### src/rtl/seg7_pkg.sv
// Shared definitions for the multiplexed seven-segment scan controller.
// Provides digit geometry, the slot state type and a one-hot helper.
package seg7_pkg;

  localparam int N_DIGITS_DEFAULT = 4;
  localparam int NIB_W            = 4;
  localparam int MAX_DIGITS       = 32;

  typedef enum logic {
    SLOT_DEAD,
    SLOT_ON
  } slot_state_t;

  function automatic logic [MAX_DIGITS-1:0] onehot(input int unsigned idx);
    return MAX_DIGITS'(1) << idx;
  endfunction

endpackage

### src/rtl/seg7_scan_ctrl_if.sv
// Valid/ready load port carrying a full display value into the scan controller.
// The source drives the master side and the controller consumes the slave side.
interface seg7_scan_ctrl_if #(
  parameter int N_DIGITS = seg7_pkg::N_DIGITS_DEFAULT
);
  import seg7_pkg::*;

  logic                      load_valid;
  logic                      load_ready;
  logic [NIB_W*N_DIGITS-1:0] load_data;

  modport master (
    output load_valid,
    output load_data,
    input  load_ready
  );

  modport slave (
    input  load_valid,
    input  load_data,
    output load_ready
  );

endinterface

### src/rtl/seg7_prescaler.sv
// Free-running modulo-PRESCALE counter with a terminal-count strobe.
// Reusable as a time base for any slot-based peripheral.
module seg7_prescaler #(
  parameter  int PRESCALE = 100000,
  localparam int CNT_W    = (PRESCALE > 1) ? $clog2(PRESCALE) : 1
) (
  input  logic             clk,
  input  logic             rst_n,
  output logic [CNT_W-1:0] cnt,
  output logic             tick
);

  if (PRESCALE < 2) begin : g_bad_prescale
    $error("seg7_prescaler: PRESCALE must be at least 2");
  end

  assign tick = (cnt == CNT_W'(PRESCALE - 1));

  always_ff @(posedge clk or negedge rst_n) begin
    if (!rst_n) begin
      cnt <= '0;
    end else if (tick) begin
      cnt <= '0;
    end else begin
      cnt <= cnt + CNT_W'(1);
    end
  end

endmodule

### src/rtl/seg7_scan_ctrl.sv
// Four-digit seven-segment scan controller: slot timing with a blanked dead
// interval, frame-aligned double buffering, per-digit enable and zero blanking.
module seg7_scan_ctrl
  import seg7_pkg::*;
#(
  parameter  int N_DIGITS = N_DIGITS_DEFAULT,
  parameter  int PRESCALE = 100000,
  parameter  int DEAD     = 16,
  localparam int CNT_W    = (PRESCALE > 1) ? $clog2(PRESCALE) : 1,
  localparam int IDX_W    = (N_DIGITS > 1) ? $clog2(N_DIGITS) : 1,
  localparam int DATA_W   = NIB_W * N_DIGITS
) (
  input  logic                clk,
  input  logic                rst_n,
  seg7_scan_ctrl_if.slave     load,
  input  logic [N_DIGITS-1:0] en_mask,
  input  logic                lz_suppress,
  output logic [N_DIGITS-1:0] an,
  output logic [NIB_W-1:0]    nibble,
  output logic                blank,
  output logic                frame_start
);

  if (DEAD >= PRESCALE) begin : g_bad_dead
    $error("seg7_scan_ctrl: DEAD must be smaller than PRESCALE");
  end

  localparam logic [IDX_W-1:0] LAST_IDX = IDX_W'(N_DIGITS - 1);

  logic [CNT_W-1:0]    cnt;
  logic [CNT_W-1:0]    cnt_next;
  logic                tick;
  logic [IDX_W-1:0]    idx;
  slot_state_t         state;
  logic [DATA_W-1:0]   active;
  logic [DATA_W-1:0]   pending;
  logic                pend_flag;
  logic [N_DIGITS-1:0] en_q;
  logic                lz_q;
  logic                boundary;
  logic                accept;
  logic [NIB_W-1:0]    digits     [N_DIGITS];
  logic [N_DIGITS-1:0] suppressed;
  logic [N_DIGITS-1:0] sel;
  logic                lit;
  logic                zero_run;

  seg7_prescaler #(
    .PRESCALE (PRESCALE)
  ) u_prescaler (
    .clk   (clk),
    .rst_n (rst_n),
    .cnt   (cnt),
    .tick  (tick)
  );

  assign cnt_next = tick ? '0 : cnt + CNT_W'(1);
  assign boundary = tick && (idx == LAST_IDX);
  assign accept   = load.load_valid && !pend_flag;

  // Slot sequencing: the dead window is tracked against the counter value the
  // next cycle will see, so the state register lines up exactly with cnt.
  always_ff @(posedge clk or negedge rst_n) begin
    if (!rst_n) begin
      state <= SLOT_DEAD;
      idx   <= '0;
      en_q  <= '0;
      lz_q  <= 1'b0;
    end else begin
      case (state)
        SLOT_DEAD: begin
          if (cnt_next >= CNT_W'(DEAD)) begin
            state <= SLOT_ON;
          end
        end
        SLOT_ON: begin
          if (tick && (DEAD != 0)) begin
            state <= SLOT_DEAD;
          end
        end
        default: state <= SLOT_DEAD;
      endcase

      if (tick) begin
        idx  <= (idx == LAST_IDX) ? '0 : idx + IDX_W'(1);
        en_q <= en_mask;
        lz_q <= lz_suppress;
      end
    end
  end

  // A value accepted on the boundary cycle lands in pending only; active
  // takes pending solely when something was already waiting there.
  always_ff @(posedge clk or negedge rst_n) begin
    if (!rst_n) begin
      active    <= '0;
      pending   <= '0;
      pend_flag <= 1'b0;
    end else begin
      if (boundary && pend_flag) begin
        active <= pending;
      end
      if (accept) begin
        pending   <= load.load_data;
        pend_flag <= 1'b1;
      end else if (boundary) begin
        pend_flag <= 1'b0;
      end
    end
  end

  always_comb begin
    zero_run = 1'b1;
    for (int i = 0; i < N_DIGITS; i++) begin
      digits[i]     = active[NIB_W*(N_DIGITS-1-i) +: NIB_W];
      zero_run      = zero_run && (digits[i] == '0);
      suppressed[i] = lz_q && (i < N_DIGITS - 1) && zero_run;
    end
  end

  always_comb begin
    sel = N_DIGITS'(onehot(32'(idx)));
    lit = (state == SLOT_ON) && en_q[idx] && !suppressed[idx];
    an  = lit ? sel : '0;
  end

  assign nibble          = digits[idx];
  assign blank           = (an == '0);
  assign frame_start     = (idx == '0) && (cnt == '0);
  assign load.load_ready = !pend_flag;

endmodule

### src/flat_wrapper.sv
// flat-port wrapper written by rule: the top's interface ports become plain ports
module seg7_scan_ctrl_flat import seg7_pkg::*;
#(
  parameter  int N_DIGITS = N_DIGITS_DEFAULT,
  parameter  int PRESCALE = 100000,
  parameter  int DEAD     = 16,
  localparam int CNT_W    = (PRESCALE > 1) ? $clog2(PRESCALE) : 1,
  localparam int IDX_W    = (N_DIGITS > 1) ? $clog2(N_DIGITS) : 1,
  localparam int DATA_W   = NIB_W * N_DIGITS
)
  (clk, rst_n, en_mask, lz_suppress, an, nibble, blank, frame_start, load_load_valid, load_load_data, load_load_ready);
  seg7_scan_ctrl_if #(.N_DIGITS(N_DIGITS)) load_i ();
  input  logic clk;
  input  logic rst_n;
  input  logic [N_DIGITS-1:0] en_mask;
  input  logic lz_suppress;
  output logic [N_DIGITS-1:0] an;
  output logic [NIB_W-1:0] nibble;
  output logic blank;
  output logic frame_start;
  input wire logic [$bits(load_i.load_valid)-1:0] load_load_valid;
  input wire logic [$bits(load_i.load_data)-1:0] load_load_data;
  output wire logic [$bits(load_i.load_ready)-1:0] load_load_ready;
  assign load_i.load_valid = load_load_valid;
  assign load_i.load_data = load_load_data;
  assign load_load_ready = load_i.load_ready;
  seg7_scan_ctrl #(.N_DIGITS(N_DIGITS), .PRESCALE(PRESCALE), .DEAD(DEAD)) u_core (.clk(clk), .rst_n(rst_n), .load(load_i), .en_mask(en_mask), .lz_suppress(lz_suppress), .an(an), .nibble(nibble), .blank(blank), .frame_start(frame_start));
endmodule
### config.mk
export PLATFORM = sky130hd
export DESIGN_NAME = seg7_scan_ctrl_flat
export DESIGN_NICKNAME = d
export VERILOG_FILES = /design/src/rtl/seg7_pkg.sv /design/src/rtl/seg7_scan_ctrl_if.sv /design/src/rtl/seg7_prescaler.sv /design/src/rtl/seg7_scan_ctrl.sv /design/src/flat_wrapper.sv
export SDC_FILE = /design/constraint.sdc
export NUM_CORES = 1
export LEC_CHECK = 0
export CAP_MARGIN = 20
export CORE_MARGIN = 2
export CORE_UTILIZATION = 55
export DETAILED_ROUTE_END_ITERATION = 12
export HOLD_SLACK_MARGIN = 0.12
export PLACE_DENSITY_LB_ADDON = 0.3
export SETUP_SLACK_MARGIN = 0.1
export SLEW_MARGIN = 20
export SYNTH_ARGS = -nofsm -noshare
export SYNTH_HDL_FRONTEND = slang
export SYNTH_SLANG_ARGS = --single-unit
### constraint.sdc
create_clock -name clk -period 2.5 [get_ports clk]
set_input_delay 0.625 -clock clk [delete_from_list [all_inputs] [get_ports clk]]
set_output_delay 0.625 -clock clk [all_outputs]
set_load 0.02 [all_outputs]
# Word level (Yosys, flattened, before mapping)
# Index checks and enable logic that the tools add are counted.
dict set report word_totals {
  ff_bits 58
  output_inout_bits 11
  inputBits 24
}
dict set report op_classes {
  magnitude_cmp 3
  n_addsub 2
  n_eq_ne 2
  shifts 1
  bitwise 2
  n_mux 15
  n_reduce_logical 20
}
# operator count
set op_table {}
lappend op_table {{17-bit by 1-bit adder with 17-bit output, second input constant} 1}
lappend op_table {{17-bit equality test, second input constant} 1}
lappend op_table {{17-bit by 5-bit greater-or-equal comparator with 1-bit output, second input constant} 1}
lappend op_table {{17-bit zero test} 1}
lappend op_table {{17-bit 2-to-1 mux} 1}
lappend op_table {{4-bit zero test} 4}
lappend op_table {{4-bit 2-to-1 mux} 3}
lappend op_table {{1-bit logical AND} 11}
lappend op_table {{4-bit binary-select mux with 2-bit select} 1}
lappend op_table {{1-bit 2-to-1 mux} 6}
lappend op_table {{1-bit binary-select mux with 2-bit select} 2}
lappend op_table {{1-bit by 2-bit << shifter with 4-bit output, first input constant} 1}
lappend op_table {{3-bit greater-or-equal comparator, second input constant} 1}
lappend op_table {{2-bit by 3-bit less-than comparator with 1-bit output, second input constant} 1}
lappend op_table {{2-bit NOT with 3-bit output} 1}
lappend op_table {{2-bit by 1-bit adder with 2-bit output, second input constant} 1}
lappend op_table {{2-bit equality test, second input constant} 1}
lappend op_table {{1-bit zero test} 2}
lappend op_table {{2-bit zero test} 1}
lappend op_table {{2-bit 2-to-1 mux} 1}
lappend op_table {{1-bit one-hot mux with 2 select lines} 1}
lappend op_table {{2-bit nonzero test} 1}
lappend op_table {{1-bit NOT} 1}

# Depth between registers and ports, before layout
dict set report depth {
  ltp_word 10
  mapped_depth 8
  depth_no_buf 6
}

# Hierarchy
# Synthesis repeated with hierarchy kept, for this count alone.
dict set report unflattened {
  hier_cells 245
  hier_area_um2 2931.6
}
# module cells_each area_per_inst_um2 instances seq_area_each_um2
set by_module_without_submodules {}
lappend by_module_without_submodules {seg7_scan_ctrl 171 2138.3 1 1026.0}
lappend by_module_without_submodules {seg7_prescaler 74 793.3 1 425.4}

# Worst setup path before layout
# Ideal clock, no wire load.
dict set report synth_timing {
  path_type {flip-flop to output port}
  startpoint {reg u_core.idx[0]}
  endpoint {out blank}
  path_slack_ps 223
  required_time_ps 1875
  stages_incl_launch_ff 5
  arrival_time_ps 1652
  cell_sequence {dfrtp_1 buf_2 inv_1 ha_1 o41ai_1}
}
dict set report synth_between {
  elab_chain_cells 6
  word_cells_on_any_way 10
  classes_between {shift: 1; mux: 5; reduce/logical: 4}
}
# element line
set synth_lines {}
lappend synth_lines {{from (decl)} seg7_scan_ctrl.sv:33} ;# logic [IDX_W-1:0] idx;
lappend synth_lines {{from (signal assigned)} seg7_scan_ctrl.sv:85} ;# idx <= (idx == LAST_IDX) ? '0 : idx + IDX_W'(1);
lappend synth_lines {{1-bit binary-select mux with 2-bit select} seg7_scan_ctrl.sv:123} ;# lit = (state == SLOT_ON) && en_q[idx] && !suppressed[idx];
lappend synth_lines {{1-bit 2-to-1 mux (implied by the code)} seg7_scan_ctrl.sv:123}
lappend synth_lines {{1-bit logical AND / 1-bit zero test (equally long branches)} seg7_scan_ctrl.sv:123}
lappend synth_lines {{1-bit logical AND} seg7_scan_ctrl.sv:123}
lappend synth_lines {{4-bit 2-to-1 mux *} seg7_scan_ctrl.sv:124} ;# an = lit ? sel : '0;
lappend synth_lines {{4-bit zero test *} seg7_scan_ctrl.sv:128} ;# assign blank = (an == '0);
lappend synth_lines {{to (decl)} flat_wrapper.sv:19} ;# output logic blank;
# Every way passes the cells marked *; elsewhere a longest branch is shown, timed or not. The select of a mux whose other input is x is not followed.

# Worst setup path after layout
dict set report layout_timing {
  startpoint {reg u_core.idx[1]}
  endpoint {out blank}
}
# The elaborated chain is that of the path after synthesis.

==> results.md <==
- Design area: 0.00373 mm2
- Maximum clock frequency: approximately 410 MHz
- Number of nets in the layout: 323
- Final worst-path cycle share: 0.972
- Maximum number of pins on one net before global-route repair: 35
- Share of final-layout standard cells stronger than drive strength 1: 0.362
- Xor and xnor area share after synthesis: 0.0548
- Fillcell total: 351
- Horiz. Die Dim: 76.4 um
- Total gr overflow: 0
- Total number of placement rows: 26
- Setup slack after placement: -134 ps
- Reg-to-reg startpoint: u_core.u_prescaler.cnt[0]$_DFF_PN0_
- Post-synthesis cell count: roughly 230
- Number of antenna violations at the first check in global routing: 0
- Detailed placer's ending HPWL: 4050 um
- Top flip-flop cell by instance count after synthesis: sky130_fd_sc_hd__dfrtp_1
- DRC violation total after the first TritonRoute iteration: 200
- Leakage power: 1.66 nW
- Starting Density: 0.567
- Overall track demand over capacity in global routing: 0.215
- Max Transition Viols Final: 0
- DIE AREA: about 0.0058 mm2
- Crit start category: flip-flop
- Switching power summed over all nets: 0.402 mW
- Post-Synth Adder-Cell Area: 0.0261
- Placed standard-cell area: 0.00345 mm2
- Post-route insts no fill: 368
- Number of setup violations in the final report: 0
- Max Buffers Root-to-Sink: 2
- Worst Path Max Fanout: 4
- Total placed cells including tap cells: 352
- Compound-gate portion of the synthesized area: 0.0287
- Total area of multi-input combinational cells: 0.00138 mm2
- Syn-to-layout area delta: 29.5%
- H-tree depth reported by CTS: 3
- Cell type with the largest total area after synthesis: sky130_fd_sc_hd__dfrtp_1
- Clock Power Share: 0.449
- Worst-case setup margin in the final layout: between 70 and 80 ps
- Sort of element at the end of the critical path: output port
- Number of synthesized flops with an enable pin: 0
- Leading cell types by total area after synthesis: sky130_fd_sc_hd__dfrtp_1, sky130_fd_sc_hd__mux2_2, sky130_fd_sc_hd__mux2_4
- Pin slew with the least headroom to its limit: 589 ps
- TritonCTS clock tree: done
- Syn_area_per_cell: 12.3 um2
- Power share of the combinational group: 0.044
- First-pass GRT wire length: between 9000 and 10000 um
- Clock sink total: 58
- Number of port buffers: 34
- Antenna Violating Nets Remaining: 0
- Final-report hold violation count: 0
- Die span in y: 76.4 um
- Run status: finished clean
- Register bit total from synthesis: 58
- Area of the core region: around 0.0051 mm2
- Worst Setup Path Type: reg2out
- Total I/O pin count: 35
- Placer congestion estimate: slightly below 0.9
- Net switching share of the total power: 0.207
- Wire length per cell: 16.1 um
- Post-Synthesis Net Count: 264
- Vias: around 2000
- Largest vdd supply drop: 0.000426 V
- Top-count cell post-synth: sky130_fd_sc_hd__dfrtp_1
- List of most frequent post-synthesis cells: sky130_fd_sc_hd__dfrtp_1, sky130_fd_sc_hd__mux2_2, sky130_fd_sc_hd__nor2_1
- Routed Wire Length: 5910 um
- Number of global-route vias before repair: a little under 2000
- CP Data Arrival Time: about 1800 ps
- Headroom to the max-slew limit: 0.607
- Portion of netlist area occupied by mux cells: 0.199
- Number of DRC violations after detailed routing: 0
- Hold Buf Count CTS: 0
- Clock tree root buffer cell: sky130_fd_sc_hd__clkbuf_8
- Dominant combinational cell family by area after synthesis: multiplexers
- Proportion of power drawn by flip-flops and latches: 0.508
- Asr flop ratio synth: 1.00
- Pwr/cell area: 521 mW/mm2
- Reg area: ~0.0015 mm2
- Final antenna diode count: 0
- Internal power contribution: 1.54 mW
- Path class of the lowest-slack min-delay path: in2async
- Max capacitance violation total: 0
- Detail-routed via count per cell: approximately 5.5
- Worst reg2reg setup slack: between 300 and 400 ps
- Mapped cell area: 0.00288 mm2
- Clock buffer count from CTS: 9
- Fin crit period: between 2000 and 2500 ps
- Largest clock skew in the final design: 5.88 ps
- First element of the critical path: u_core.idx[1]$_DFFE_PN0N_
- Clock slew at the register clock pins of the worst setup and hold paths: 60 ps
- Register area share after synthesis: 0.504
- Data required time of the worst path: 1880 ps
- Area fraction in and, or, nand and nor cells after synthesis: 0.141
- Setup repair after global routing missed its margin: true
- Number of different library cells in the post-synthesis netlist: 38
- Area fraction of the dominant cell type after synthesis: 0.504
- Utilization after layout: 0.734
- Count of warnings emitted by yosys: 0
- First-pass iteration count of the detailed router: 4
- Latest clock arrival within the worst-skew pair: between 300 and 400 ps
[worst max-delay path, stage by stage (launching register included)]
cell and delay (ps):
sky130_fd_sc_hd__dfrtp_1 410, sky130_fd_sc_hd__inv_1 120, sky130_fd_sc_hd__buf_4 170, sky130_fd_sc_hd__ha_1 210, sky130_fd_sc_hd__o41ai_2 350, sky130_fd_sc_hd__buf_4 200
[what timing repair did]
action / CTS / global route
resized for setup: 44 / 16
pin swaps: 7 / 5
buffers inserted: 0 / 0
endpoints found under the setup margin: 10 / 10
[final timing paths]
| kind | end | cells after the start |
|---|---|---|
| max in group asynchronous | u_core.active[6]$_DFFE_PN0P_ | 2 |
| hold reg to reg | u_core.active[14]$_DFFE_PN0P_ | 1 |
| min in group clk | u_core.active[14]$_DFFE_PN0P_ | 1 |
| setup / recovery | blank | 5 |
| setup reg to reg | u_core.active[0]$_DFFE_PN0P_ | 7 |
| hold / removal | u_core.u_prescaler.cnt[5]$_DFF_PN0_ | 1 |
[cell usage in the layout, fill, tap and decap left out, types with 4 or more instances in the layout]
| cell | count |
|---|---|
| sky130_fd_sc_hd__nand4_1 | 12 |
| sky130_fd_sc_hd__clkdlybuf4s50_1 | 23 |
| sky130_fd_sc_hd__nor2_1 | 17 |
| sky130_fd_sc_hd__ha_1 | 5 |
| sky130_fd_sc_hd__mux4_2 | 5 |
| sky130_fd_sc_hd__xor2_1 | 7 |
| sky130_fd_sc_hd__nor4_1 | 4 |
| sky130_fd_sc_hd__mux2_2 | 28 |
| sky130_fd_sc_hd__and2_4 | 4 |
| sky130_fd_sc_hd__buf_4 | 28 |
| sky130_fd_sc_hd__mux2_4 | 9 |
| sky130_fd_sc_hd__nand2_1 | 6 |
| sky130_fd_sc_hd__nand3_1 | 10 |
| sky130_fd_sc_hd__dfrtp_1 | 58 |
| sky130_fd_sc_hd__clkbuf_8 | 11 |
| sky130_fd_sc_hd__xnor2_1 | 11 |
| sky130_fd_sc_hd__buf_6 | 5 |
| sky130_fd_sc_hd__inv_1 | 8 |
[routing by layer]
metal  GRT usage  wire length (um)
met5           0                 0
met4      0.0982               109
met3      0.0486               226
met2       0.309              2870
met1       0.314              2700
[cells by family (layout without fill, tap and decap cells)]
family | after synthesis | after routing
DFF | 58 | 58
xor gates and xnor gates | 18 | 18
AOI/OAI and AO/OA | 12 | 12
and+or+nand+nor | 73 | 73
muxes | 43 | 43
adders and majority gates | 6 | 6
buffers and inverters | 24 | 88
[power by group through the flow]
stage / combinational, mW / sequential (mW) / clock (mW)
finish: 0.0846 / 0.986 / 0.870
global route: 0.0941 / 0.989 / 0.920
CTS: 0.0870 / 0.986 / 0.879
detailed placement: 0.0867 / 1.00 / 0
global placement: 0.0846 / 1.00 / 0
floorplan: 0.0270 / 0.996 / 0
[through the flow]
stage                     hold WS [ps]  power, mW  TNS [ps]
after CTS                          305       1.95         0
after floorplan                    329       1.02         0
after detailed placement           492       1.09      -438
after global routing               336       2.00     -43.5
final                              287       1.94         0
after global placement             480       1.09      -244
[registers in the layout, summed over array words and instances (netlist names)]
| name | flops |
|---|---|
| u_core.active | 16 |
| u_core.en_q | 4 |
| u_core.idx | 2 |
| u_core.lz_q | 1 |
| u_core.pend_flag | 1 |
| u_core.pending | 16 |
| u_core.state | 1 |
| u_core.u_prescaler.cnt | 17 |
[final cells by class]
type | instances | share of cell area
Clock buffer | 14 | 0.0436
Clock inverter | 2 | 0.00940
Inverter | 8 | 0.00806
Multi-Input combinational cell | 152 | 0.370
Sequential cell | 58 | 0.389
Tap cell | 70 | 0.0235
Timing Repair Buffer | 64 | 0.156
Power figures use the tool's default switching activity.
